## config.mk

```make
export PLATFORM = sky130hd
export DESIGN_NAME = radix8_booth_mul_seq
export DESIGN_NICKNAME = d
export VERILOG_FILES = /design/src/rtl/radix8_booth_mul_seq.sv
export SDC_FILE = /design/constraint.sdc
export NUM_CORES = 1
export LEC_CHECK = 0
export CELL_PAD_IN_SITES_DETAIL_PLACEMENT = 0
export CELL_PAD_IN_SITES_GLOBAL_PLACEMENT = 1
export CORE_MARGIN = 3
export CORE_UTILIZATION = 46
export DETAILED_ROUTE_END_ITERATION = 7
export PLACE_DENSITY = 0.93
export SETUP_SLACK_MARGIN = 0.1
export SLEW_MARGIN = 0
export SYNTH_ARGS = -nofsm -noshare
export SYNTH_HDL_FRONTEND = slang
export SYNTH_SLANG_ARGS = --single-unit
```

## constraint.sdc

```tcl
create_clock -name clk -period 6.7 [get_ports clk]
set_input_delay 1.34 -clock clk [delete_from_list [all_inputs] [get_ports clk]]
set_output_delay 1.34 -clock clk [all_outputs]
set_load 0.05 [all_outputs]
```

## src/rtl/radix8_booth_mul_seq.sv

```systemverilog
// Sequential radix-8 Booth multiplier: one Booth digit per cycle, signed or unsigned.
// Operands are accepted with a valid/ready handshake. The product is presented with
// out_valid and held stable until the consumer takes it.
// Ports:
//   clk, rst                    clock, asynchronous active-low reset
//   in_valid/in_ready           operand handshake (a, x, signed_mode)
//   a, x [K-1:0]                multiplicand, multiplier
//   signed_mode                 1: both operands two's complement, 0: both unsigned
//   out_valid/out_ready         product handshake
//   product [2K-1:0]            a*x, held until replaced by the next result
//   busy                        high whenever an operation is in flight or held
module radix8_booth_mul_seq #(
   parameter int unsigned K = 32
) (
   input  logic           clk,
   input  logic           rst,
   input  logic           in_valid,
   output logic           in_ready,
   input  logic [K-1:0]   a,
   input  logic [K-1:0]   x,
   input  logic           signed_mode,
   output logic           out_valid,
   input  logic           out_ready,
   output logic [2*K-1:0] product,
   output logic           busy
);

   localparam int unsigned N  = (K + 3) / 3;   // Booth digits covering K+1 bits
   localparam int unsigned XW = 3 * N + 1;     // multiplier shift reg incl. x[-1]
   localparam int unsigned HW = K + 4;         // accumulator high part (|hi + 4a| < 2^(K+3))
   localparam int unsigned LW = 3 * N;         // low product bits shifted out
   localparam int unsigned CW = $clog2(N);
   localparam int unsigned PW = 2 * K;

   typedef enum logic [1:0] {IDLE, PRECOMP, ITER, HOLD} state_t;

   state_t               state_q, state_d;
   logic signed [K:0]    a_q;
   logic signed [K+2:0]  a3_q;
   logic signed [XW-1:0] xs_q;
   logic signed [HW-1:0] hi_q;
   logic [LW-1:0]        lo_q;
   logic [CW-1:0]        cnt_q;

   logic                 accept_c, last_c, neg_c;
   logic [2:0]           mag_c;
   logic signed [K:0]    x_ext_c;
   logic signed [HW-1:0] mabs_c, mult_c, sum_c, hi_nxt_c;
   logic [LW-1:0]        lo_nxt_c;

   // Next-state decode
   always_comb begin
      state_d  = state_q;
      accept_c = 1'b0;
      last_c   = 1'b0;
      unique case (state_q)
         IDLE: begin
            if (in_valid) begin
               accept_c = 1'b1;
               state_d  = PRECOMP;
            end
         end
         PRECOMP: state_d = ITER;
         ITER: begin
            if (cnt_q == '0) begin
               last_c  = 1'b1;
               state_d = HOLD;
            end
         end
         HOLD: begin
            if (out_ready) state_d = IDLE;
         end
         default: state_d = IDLE;
      endcase
   end

   // State register with handshake flags registered from the next state
   always_ff @(posedge clk or negedge rst) begin
      if (!rst) begin
         state_q   <= IDLE;
         in_ready  <= 1'b1;
         out_valid <= 1'b0;
         busy      <= 1'b0;
      end else begin
         state_q   <= state_d;
         in_ready  <= (state_d == IDLE);
         out_valid <= (state_d == HOLD);
         busy      <= (state_d != IDLE);
      end
   end

   // Digit recoding from x[i+2:i-1] and selection of the partial product
   always_comb begin
      x_ext_c = {signed_mode & x[K-1], x};
      neg_c   = xs_q[3];
      unique case (xs_q[3:0])
         4'b0001, 4'b0010, 4'b1101, 4'b1110: mag_c = 3'd1;
         4'b0011, 4'b0100, 4'b1011, 4'b1100: mag_c = 3'd2;
         4'b0101, 4'b0110, 4'b1001, 4'b1010: mag_c = 3'd3;
         4'b0111, 4'b1000:                   mag_c = 3'd4;
         default:                            mag_c = 3'd0;
      endcase
      unique case (mag_c)
         3'd1:    mabs_c = HW'(a_q);
         3'd2:    mabs_c = HW'(a_q) <<< 1;
         3'd3:    mabs_c = HW'(a3_q);
         3'd4:    mabs_c = HW'(a_q) <<< 2;
         default: mabs_c = '0;
      endcase
      mult_c   = neg_c ? -mabs_c : mabs_c;
      sum_c    = hi_q + mult_c;
      // Arithmetic shift of {hi,lo} by one digit; lo collects the finished low bits
      hi_nxt_c = sum_c >>> 3;
      lo_nxt_c = {sum_c[2:0], lo_q[LW-1:3]};
   end

   // Datapath registers
   always_ff @(posedge clk or negedge rst) begin
      if (!rst) begin
         a_q     <= '0;
         a3_q    <= '0;
         xs_q    <= '0;
         hi_q    <= '0;
         lo_q    <= '0;
         cnt_q   <= '0;
         product <= '0;
      end else begin
         if (accept_c) begin
            a_q  <= {signed_mode & a[K-1], a};
            xs_q <= {(XW-1)'(x_ext_c), 1'b0};
            hi_q <= '0;
            lo_q <= '0;
         end
         if (state_q == PRECOMP) begin
            a3_q  <= (K+3)'(a_q) + ((K+3)'(a_q) <<< 1);
            cnt_q <= CW'(N - 1);
         end
         if (state_q == ITER) begin
            hi_q  <= hi_nxt_c;
            lo_q  <= lo_nxt_c;
            xs_q  <= xs_q >>> 3;
            cnt_q <= cnt_q - CW'(1);
            if (last_c) product <= PW'({hi_nxt_c, lo_nxt_c});
         end
      end
   end

endmodule

```

After elaboration in Yosys (flattened, before gate mapping) --
Memory sizes are Yosys's and may differ from the RTL's. Index checks and enable logic that the tools add are counted.
Cells by class: multipliers 0, add/sub/neg operators 4, muxes and demuxes 18, bitwise gates (word level) 3, equal/unequal tests 8, $lt $le $gt $ge 0, div/mod/pow operators 0, shifts and indexed selects 0, reductions and logical operators 8
Operator list (count):
- $pmux W36 S4 | 1
- $mux W33 | 4
- $mux W36 | 3
- $add A36 B36 Y36 | 1
- $neg A36 Y36 | 1
- $add A33 B34 Y35 | 1
- $mux W4 | 2
- $pmux W2 S4 | 1
- $eq A2 B2 Y1 const B | 3
- $eq A3 B2 Y1 const B | 2
- $mux W2 | 3
- $reduce_bool A2 Y1 | 3
- $logic_not A2 Y1 | 2
- $logic_not A4 Y1 | 1
- $mux W1 | 4
- $reduce_and A2 Y1 | 2
- $sub A4 B1 Y4 const B | 1
- $eq A3 B1 Y1 const B | 1
- $eq A3 B3 Y1 const B | 1
- $and A1 B1 Y1 | 2
- $eq A2 B1 Y1 const B | 1
- $not A1 Y1 | 1
Storage, ports and cells: memory bits (read-only) 48, bits in latches 0, output and inout port bits 67, bits in writable memories 0, flip-flop bits (word level) 244, input port bits 69, memories kept 1
Memory list:
- (no name shown) | depth 16, width 3, rd ports 1, clocked after Yosys merged registers in 0, wr ports 0, RTL line 96 | unique case (xs_q[3:0])

Depth between registers and ports, before layout --
An unclocked memory read counts as a cell.
depth in word-level cells 7, gate-level depth with buffers 27, mapped depth without buffers 25

Worst setup path after synthesis --
OpenSTA, ideal clock, no wires.
kind register to register, start point reg xs_q[0], end point reg hi_q[34], path buffers 2, setup time 125 ps, period minus slack after synthesis 6109 ps, arrival 5984 ps, stages on the path, launching flop included 27, path slack 591 ps, cells stage by stage dfrtp_1 -> inv_1 -> ha_1 -> mux4_2 -> buf_2 -> buf_2 -> nand3_1 -> o211ai_1 -> or2_2 -> or4_1 -> or2_2 -> nor2_1 -> nor2_1 -> nor2_1 -> xor2_1 -> ha_1 -> and2_1 -> nand4_1 -> or2_2 -> o22a_1 -> o2111a_1 -> a211oi_1 -> o41ai_1 -> a21oi_1 -> xor2_1 -> mux2_1 -> mux2_2
Between the ends: cells in the longest elaborated chain, start to end 7, elaborated cells between the ends (all ways) 10, those cells by class 2 x add/sub; 4 x eq/ne; 3 x mux; 1 x memory
Ends and longest elaborated chain:
- from (decl) | RTL line 40 | logic signed [XW-1:0] xs_q;
- from (signal assigned) | RTL line 130 | xs_q <= {(XW-1)'(x_ext_c), 1'b0};
- from (signal assigned) | RTL line 141 | xs_q <= xs_q >>> 3;
- $mem_v2 Z16 W3 *
- $eq A3 B3 Y1, or another cell as far along | RTL line 103 | unique case (mag_c)
- $pmux W36 S4 * | RTL line 103
- $neg A36 Y36 | RTL line 110 | mult_c = neg_c ? -mabs_c : mabs_c;
- $mux W36 * | RTL line 110
- $add A36 B36 Y36 * | RTL line 111 | sum_c = hi_q + mult_c;
- $mux W36 * | RTL line 138 | if (state_q == ITER) begin
- to (signal assigned) | RTL line 139 | hi_q <= hi_nxt_c;
- to (decl) | RTL line 41 | logic signed [HW-1:0] hi_q;
Mark *: on every way between the ends. The rest lies on a longest branch, timed or not. A chain may end at the register's enable or synchronous reset.

Worst setup path after layout --
Ends and elaborated chain as after synthesis.

==> summary.txt <==
Outcome
  – Status: finished, final reports clean

Clock tree
  – Hold_buf cts: 0
  – # H-tree levels: 1
  – CTS root buf: clkbuf_16
  – Clock slew at reported path FFs: roughly 0.07 ns
  – Max Root-Sink Buffers: 3
  – Clock buffer count from CTS: 26
  – CTS tree: built
  – Clock sink count: 238
  – Skew-Pair Late Insertion Delay: between 0.5 and 0.6 ns

Timing
  – Fin. Hold Viols: 0
  – Layout Skew: ~0.010 ns
  – Setup violations, final: 0
  – Fmax: ~160 MHz
  – Period utilisation layout: 94.45%
  – Final WS setup: 0.3721 ns
  – Worst-Margin Slew: approximately 1.1 ns
  – Post-layout minimum cycle time: roughly 6.3 ns
  – RSZ-0062 raised after global routing: no
  – Setup TNS: 0 ns
  – Max-slew violation count: 0
  – Hold Slack: about 0.48 ns
  – Headroom to the max-slew limit: between 20% and 30%

Drt
  – Routed len/inst: 16.80 um
  – DRC violations left: 0
  – DR pass1 iterations: 5
  – Via Count: around 11000
  – WL final: about 34 mm
  – Post-route ant nets: 0
  – Vias per cell: ~5.6
  – Iteration-0 DRC Markers: about 800

Job
  – Max_cap viols: 0

Synthesis
  – Synth cell types: 65
  – Post-synth top flop: dfrtp_1
  – Seq cells post-synth: 238
  – Post-synth ARST share: 100.0%
  – Cell Area, Synth: 14420 um^2
  – Syn Area/Cell: between 9 and 10 um^2
  – Synth Instances: around 1500
  – Sequential area share after synthesis: between 40 and 50%
  – Yosys top cell by area: dfrtp_1
  – Top cell type's share of synthesized area: between 40% and 50%
  – Syn_nets: 1631
  – Area contributors post-synth: dfrtp_1 41%, mux2_2 9.3%, ha_1 6.9%
  – EDFF count, synth: 0
  – Ys Warns: 0

Setup path
  – Worst Path Buf+Inv: 1
  – CP Class: reg2reg
  – Crit. End Element: flop
  – Largest stage delay, worst path: 0.62 ns
  – Critical Path RT: ~7.1 ns
  – Startpoint Class: flop
  – Crit path arrival time: ~6.8 ns
  – Crit path max-delay cell type: mux4_2
  – Crit-path cells: inv_1 > ha_1 > mux4_2 > mux2_4 > a221o_1 > or4_1 > or2_1 > or3_4 > or3_4 > o41ai_2 > xnor2_1 > ha_1 > a21oi_1 > o21bai_1 > a21oi_2 > o2111a_1 > a211oi_2 > o41ai_2 > a21oi_1 > xor2_1 > mux2_1 > mux2_2
  – CP Max Fanout: 7
  – Worst path top cell family by delay: compound AO/OA/AOI/OAI gates

Die
  – Die X: ~180 um
  – Initial Util: between 40 and 50%
  – Core ar.: 30750 um^2
  – Row Count: between 60 and 70
  – I/O pin cnt: approximately 140
  – Die height: about 180 um
  – Full die area: ~34000 um^2

Final layout
  – Finished layout cell area: 17110 um^2
  – Area growth syn-to-layout: 18.70%
  – Final nets: 1742
  – # diodes: 0
  – Share of cells above drive strength 1: 13.40%

Global route
  – Largest net degree at the start of global routing: roughly 130
  – GR Layer Usage met2: 31.60%
  – Overall routing resource usage: around a fifth
  – Vias in the first global route: between 10000 and 15000
  – Initial antenna violation count: 0
  – Met3 usage: about 2.2%
  – Most used routing layer: met2
  – Met1 usage: between 20% and 30%
  – First-pass GRT wire length: 55.41 mm
  – Total congestion overflow: 0

Placed design
  – HPWL Detailed: roughly 24 mm
  – # port buffers: between 100 and 150
  – GPL Wtd Cong: roughly 0.91
  – Post-Place Setup Slack: ~0.17 ns
  – Area after DPL: 16190 um^2

Worst hold path
  – Hold WC Path Type: reg2reg
-- synthesized netlist by cell type (all sizes together) (10+ instances only) --
| cell type | instances |
|---|---|
| a211oi | 10 |
| o21a | 10 |
| o21ai | 162 |
| mux2 | 123 |
| o211a | 11 |
| buf | 24 |
| mux2i | 63 |
| dfrtp | 237 |
| inv | 34 |
| nand3 | 53 |
| or2 | 11 |
| xor2 | 36 |
| nand2 | 192 |
| a21o | 37 |
| clkbuf | 50 |
| a21oi | 72 |
| ha | 79 |
| xnor2 | 58 |
| nand4 | 20 |
| nor2 | 56 |
| o21bai | 12 |
-- layer usage --
| metal | share of wire [%] | vias to the layer above |
|---|---|---|
| li1 | - | 5550 |
| met1 | 49 | 5460 |
| met2 | 45 | 289 |
| met3 | 4.6 | 42 |
| met4 | 1.8 | 0 |
| met5 | 0 | - |
-- cell type report --
type	count	area [um^2]
Multi-Input combinational cell	1134	8112
Timing Repair Buffer	157	1546
Clock inverter	15	163.9
Fill cell	2687	13640
Tap cell	396	495.5
Sequential cell	238	5957
Inverter	35	131.4
Clock buffer	33	706.9
-- sequential cells by signal, summed over array words and instances (netlist names) --
register   flops
a3_q          35
a_q           33
busy           1
cnt_q          4
hi_q          33
in_ready       1
lo_q          30
out_valid      1
product       64
state_q        2
xs_q          34
-- stage by stage --
step,std cells,utilization [%]
after floorplan,1481,-
after global placement,1959,52.65
after detailed placement,1959,52.65
after CTS,2007,55.48
after global routing,2008,55.65
final,2008,55.65
-- cells in the final DEF, fill, tap and decap left out, types with 11 or more instances in the layout --
cell type and instances:
ha_1 78, xnor2_1 58, xor2_1 36, clkdlybuf4s50_1 134, mux2_2 119, a21o_1 37
nand2_1 191, o211a_1 11, mux2i_1 63, nand4_1 20, o21bai_1 12, o21ai_0 157
clkbuf_16 26, nor2_1 56, dfrtp_1 237, inv_1 34, nand3_1 52, a21oi_1 71
buf_4 20
-- final timing paths --
kind                                          from                 endpoint  slack, ns  cells after the start
setup reg to reg               xs_q[0]$_DFFE_PN0P_     hi_q[34]$_DFFE_PN0P_       0.37                     22
max in group asynchronous                      rst       a_q[8]$_DFFE_PN0P_       4.67                      2
hold / removal             product[43]$_DFFE_PN0P_  product[43]$_DFFE_PN0P_       0.48                      2
min in group asynchronous                      rst   product[7]$_DFFE_PN0P_       0.81                      1
hold reg to reg            product[43]$_DFFE_PN0P_  product[43]$_DFFE_PN0P_       0.48                      2
setup / recovery               xs_q[0]$_DFFE_PN0P_     hi_q[34]$_DFFE_PN0P_       0.37                     22
-- repair_timing --
action                     in CTS  in global routing
setup endpoints to repair       0                  8
setup buffers                   0                  1
gates resized for setup         0                  8
-- kinds of logic after synthesis --
logic type	share of synthesized area, %
AO/OA/AOI/OAI	16.29
multiplexers	14.32
flip-flops	41.32
buffers and inverters	2.951
AND/OR/NAND/NOR	12.27
XOR/XNOR	5.711
adder cells (fa/ha/maj)	7.134
-- worst reg2reg max path, delay by kind of cell (launching register included) --
| family | cells | cell delay (ns) |
|---|---|---|
| xor+xnor | 2 | 0.29 |
| simple gates | 4 | 1.61 |
| compound gates | 9 | 1.76 |
| mux | 4 | 1.53 |
| fa+ha+maj | 2 | 0.58 |
| flops | 1 | 0.39 |
| buf+inv | 1 | 0.08 |
Power is not shown: default switching activity piles up to over one toggle a cycle in this logic, so the estimate is an artifact.
==> patch (config.mk and constraints unchanged) <==
Change the parameter `K` from 32 to 16.
--- a/src/rtl/radix8_booth_mul_seq.sv
+++ b/src/rtl/radix8_booth_mul_seq.sv
@@ -10,7 +10,7 @@
 //   product [2K-1:0]            a*x, held until replaced by the next result
 //   busy                        high whenever an operation is in flight or held
 module radix8_booth_mul_seq #(
-   parameter int unsigned K = 32
+   parameter int unsigned K = 16
 ) (
    input  logic           clk,
    input  logic           rst,
Interface: changed (resized a, product and x); port bits go from 136 to 72. The function was not compared with the original's and may differ.
==> patch against the unedited design <==
- maximum frequency rose by 14%
- routed wire length fell by 49%
- synthesized area fell by 47%
- setup slack improved by 0.78 ns
- count of clock-buffer cells in the layout fell by 16
- cell area fell by 47%
- sequential cell count fell by 111
- highest routed layer unchanged
Power is not shown: default switching activity piles up to over one toggle a cycle in this logic, so the estimate is an artifact.
==> patch: results (changes against the unedited design) <==
{| class="wikitable"
! Metric !! Value
|-
| Result of the run || complete, no violations
|-
| Ys async rst share || 100% (unchanged)
|-
| Clock Path Buffers || 2 (-1)
|-
| Clock buffer count from CTS || 17 (-35%)
|-
| Antenna violations before repair || 0 (unchanged)
|-
| GRT met3 Usage || 4.28% (+2.1 points)
|-
| Final worst clock skew || 0.00918 ns (-0.00127 ns)
|-
| Commonest cells in the synthesized netlist || sky130_fd_sc_hd__dfrtp_1 (126), sky130_fd_sc_hd__nand2_1 (111), sky130_fd_sc_hd__o21ai_0 (94), sky130_fd_sc_hd__ha_1 (47), sky130_fd_sc_hd__mux2_2 (46)
|-
| Number of gates given a new drive strength after cts || 0 (unchanged)
|-
| Clock H-tree levels || 4 (+3)
|-
| Filler instances || 1375 (-49%)
|-
| Length of the first detailed-routing pass in iterations || 5 (unchanged)
|-
| First-pass GRT wire length || 28.9 mm (-48%)
|-
| Clock slew seen by the registers of the worst setup and hold paths || 0.06 ns
|-
| Total negative setup slack || 0 ns (unchanged)
|-
| Overall via count from detail_route || 6077 (-46%)
|-
| Largest stage delay, worst path || 0.91 ns (+0.29 ns)
|-
| Net count reported at finish || 931 (-47%)
|-
| Post-CTS repair timing setup buffer count || 0 (unchanged)
|-
| Routed WL || 17.0 mm (-49%)
|-
| Sequential fraction of the synthesis area || 41.6% (+0.26 points)
|-
| Final Hold Violating Endpoints || 0 (unchanged)
|-
| Hold path depth || 2 (unchanged)
|-
| Yosys cell types || 70 (+7.7%)
|-
| Library cell used as clock root buffer || sky130_fd_sc_hd__clkbuf_16
|-
| Actual slew at the worst max-slew pin || 1.03 ns (-0.0252 ns)
|-
| Vias in the first global route || 5839 (-46%)
|-
| Largest net degree at the start of global routing || 75 (-44%)
|-
| Routability-driven placement congestion ratio || 0.916 (+0.71%)
|-
| Critical-path cell with the highest stage delay || sky130_fd_sc_hd__nor3_2
|-
| Top Registers || product (32), a3_q (19), xs_q (19)
|-
| Worst R2R Path Depth || 20 (-9.1%)
|-
| Syn_nets || 873 (-46%)
|-
| Antenna cells || 0 (unchanged)
|-
| Detailed placement HPWL || 12.1 mm (-50%)
|-
| Input/output buffers || 71 (-47%)
|-
| Fraction of final layout cells with drive strength greater than 1 || 11.9% (-1.5 points)
|-
| Worst path arrival time || 5.91 ns (-0.84 ns)
|-
| Clock insertion delay at the later pin of the skew report || 0.43 ns (-0.10 ns)
|-
| Class of the most critical hold timing path || reg -> reg
|-
| Overflow after GRT || 0 (unchanged)
|-
| Detailed router's first-iteration violation count || 487 (-39%)
|-
| Top post-synthesis cells by area || sky130_fd_sc_hd__dfrtp_1 (41%), sky130_fd_sc_hd__ha_1 (7.7%), sky130_fd_sc_hd__mux2_2 (6.8%)
|-
| Met2 Use GR || 32.0% (+0.36 points)
|-
| Met1 capacity usage during global routing || 26.8% (-2.3 points)
|-
| Warning count from the yosys run || 0 (unchanged)
|-
| Overall track demand over capacity in global routing || 19.8% (+0.078 points)
|-
| Crit path max fanout || 19 (+12)
|}
==> patch: cell count changes in the layout (fill, tap and decap cells not counted), sizes merged, moves of 27 or more <==
cell and delta:
dfrtp -111, mux2 -76, nand3 -27, nor2 -32
a21oi -41, o21ai -68, ha -32, clkdlybuf4s50 -64
nand2 -81, mux2i -37, xnor2 -34
==> patch: final timing paths <==
check	from	to	slack, ns
hold / removal	product[17]	product[17]	0.48
min in group asynchronous	rst	product[4]	0.96
setup reg to reg	xs_q[0]	hi_q[18]	1.15
max in group asynchronous	rst	a3_q[8]	4.39
hold reg to reg	product[17]	product[17]	0.48
setup / recovery	xs_q[0]	hi_q[18]	1.15
==> patch: final cells by class <==
class | instances | area share, %
tap | 216 | 2.98
inverter | 30 | 1.24
clock buffer | 17 | 4.69
clock inverter | 15 | 1.54
timing repair buffer | 75 | 8.14
multi-input combinational | 594 | 46.4
sequential | 127 | 35.0
==> patch: routing by layer <==
layer,vias up,part of all wire (%)
li1,2974,-
met1,2959,47
met2,126,48
met3,18,4.3
met4,0,1.3
met5,-,0
==> patch: per-stage QoR <==
stage / utilization (%) / cell area [um^2] / hold slack [ns] / setup WS (ns) / cells
floorplan: - / 7650 / 0.448 / 1.90 / 787
global placement: 53.0 / 8510 / 0.462 / 1.29 / 1042
detailed placement: 53.0 / 8510 / 0.470 / 1.15 / 1042
CTS: 56.5 / 9070 / 0.484 / 1.16 / 1074
global route: 56.5 / 9070 / 0.496 / 0.666 / 1074
finish: 56.5 / 9070 / 0.475 / 1.15 / 1074
==> patch: cell families after synthesis <==
group           count (synthesis)  share of synthesized area (%)
compound gates                218                           18.4
xor+xnor                       40                           4.58
fa+ha+maj                      49                           8.21
buf+inv                        66                           3.45
flops                         127                           41.6
mux                            75                           10.9
simple gates                  212                           12.9
==> patch: worst max-delay path, delay by kind of cell (launching register included) <==
| kind | cells | cell delay [ns] |
|---|---|---|
| AOI/OAI and AO/OA | 11 | 1.93 |
| and+or+nand+nor | 4 | 1.72 |
| adders and majority gates | 2 | 0.88 |
| DFF | 1 | 0.40 |
| buffers and inverters | 2 | 0.40 |
| xor gates and xnor gates | 1 | 0.15 |
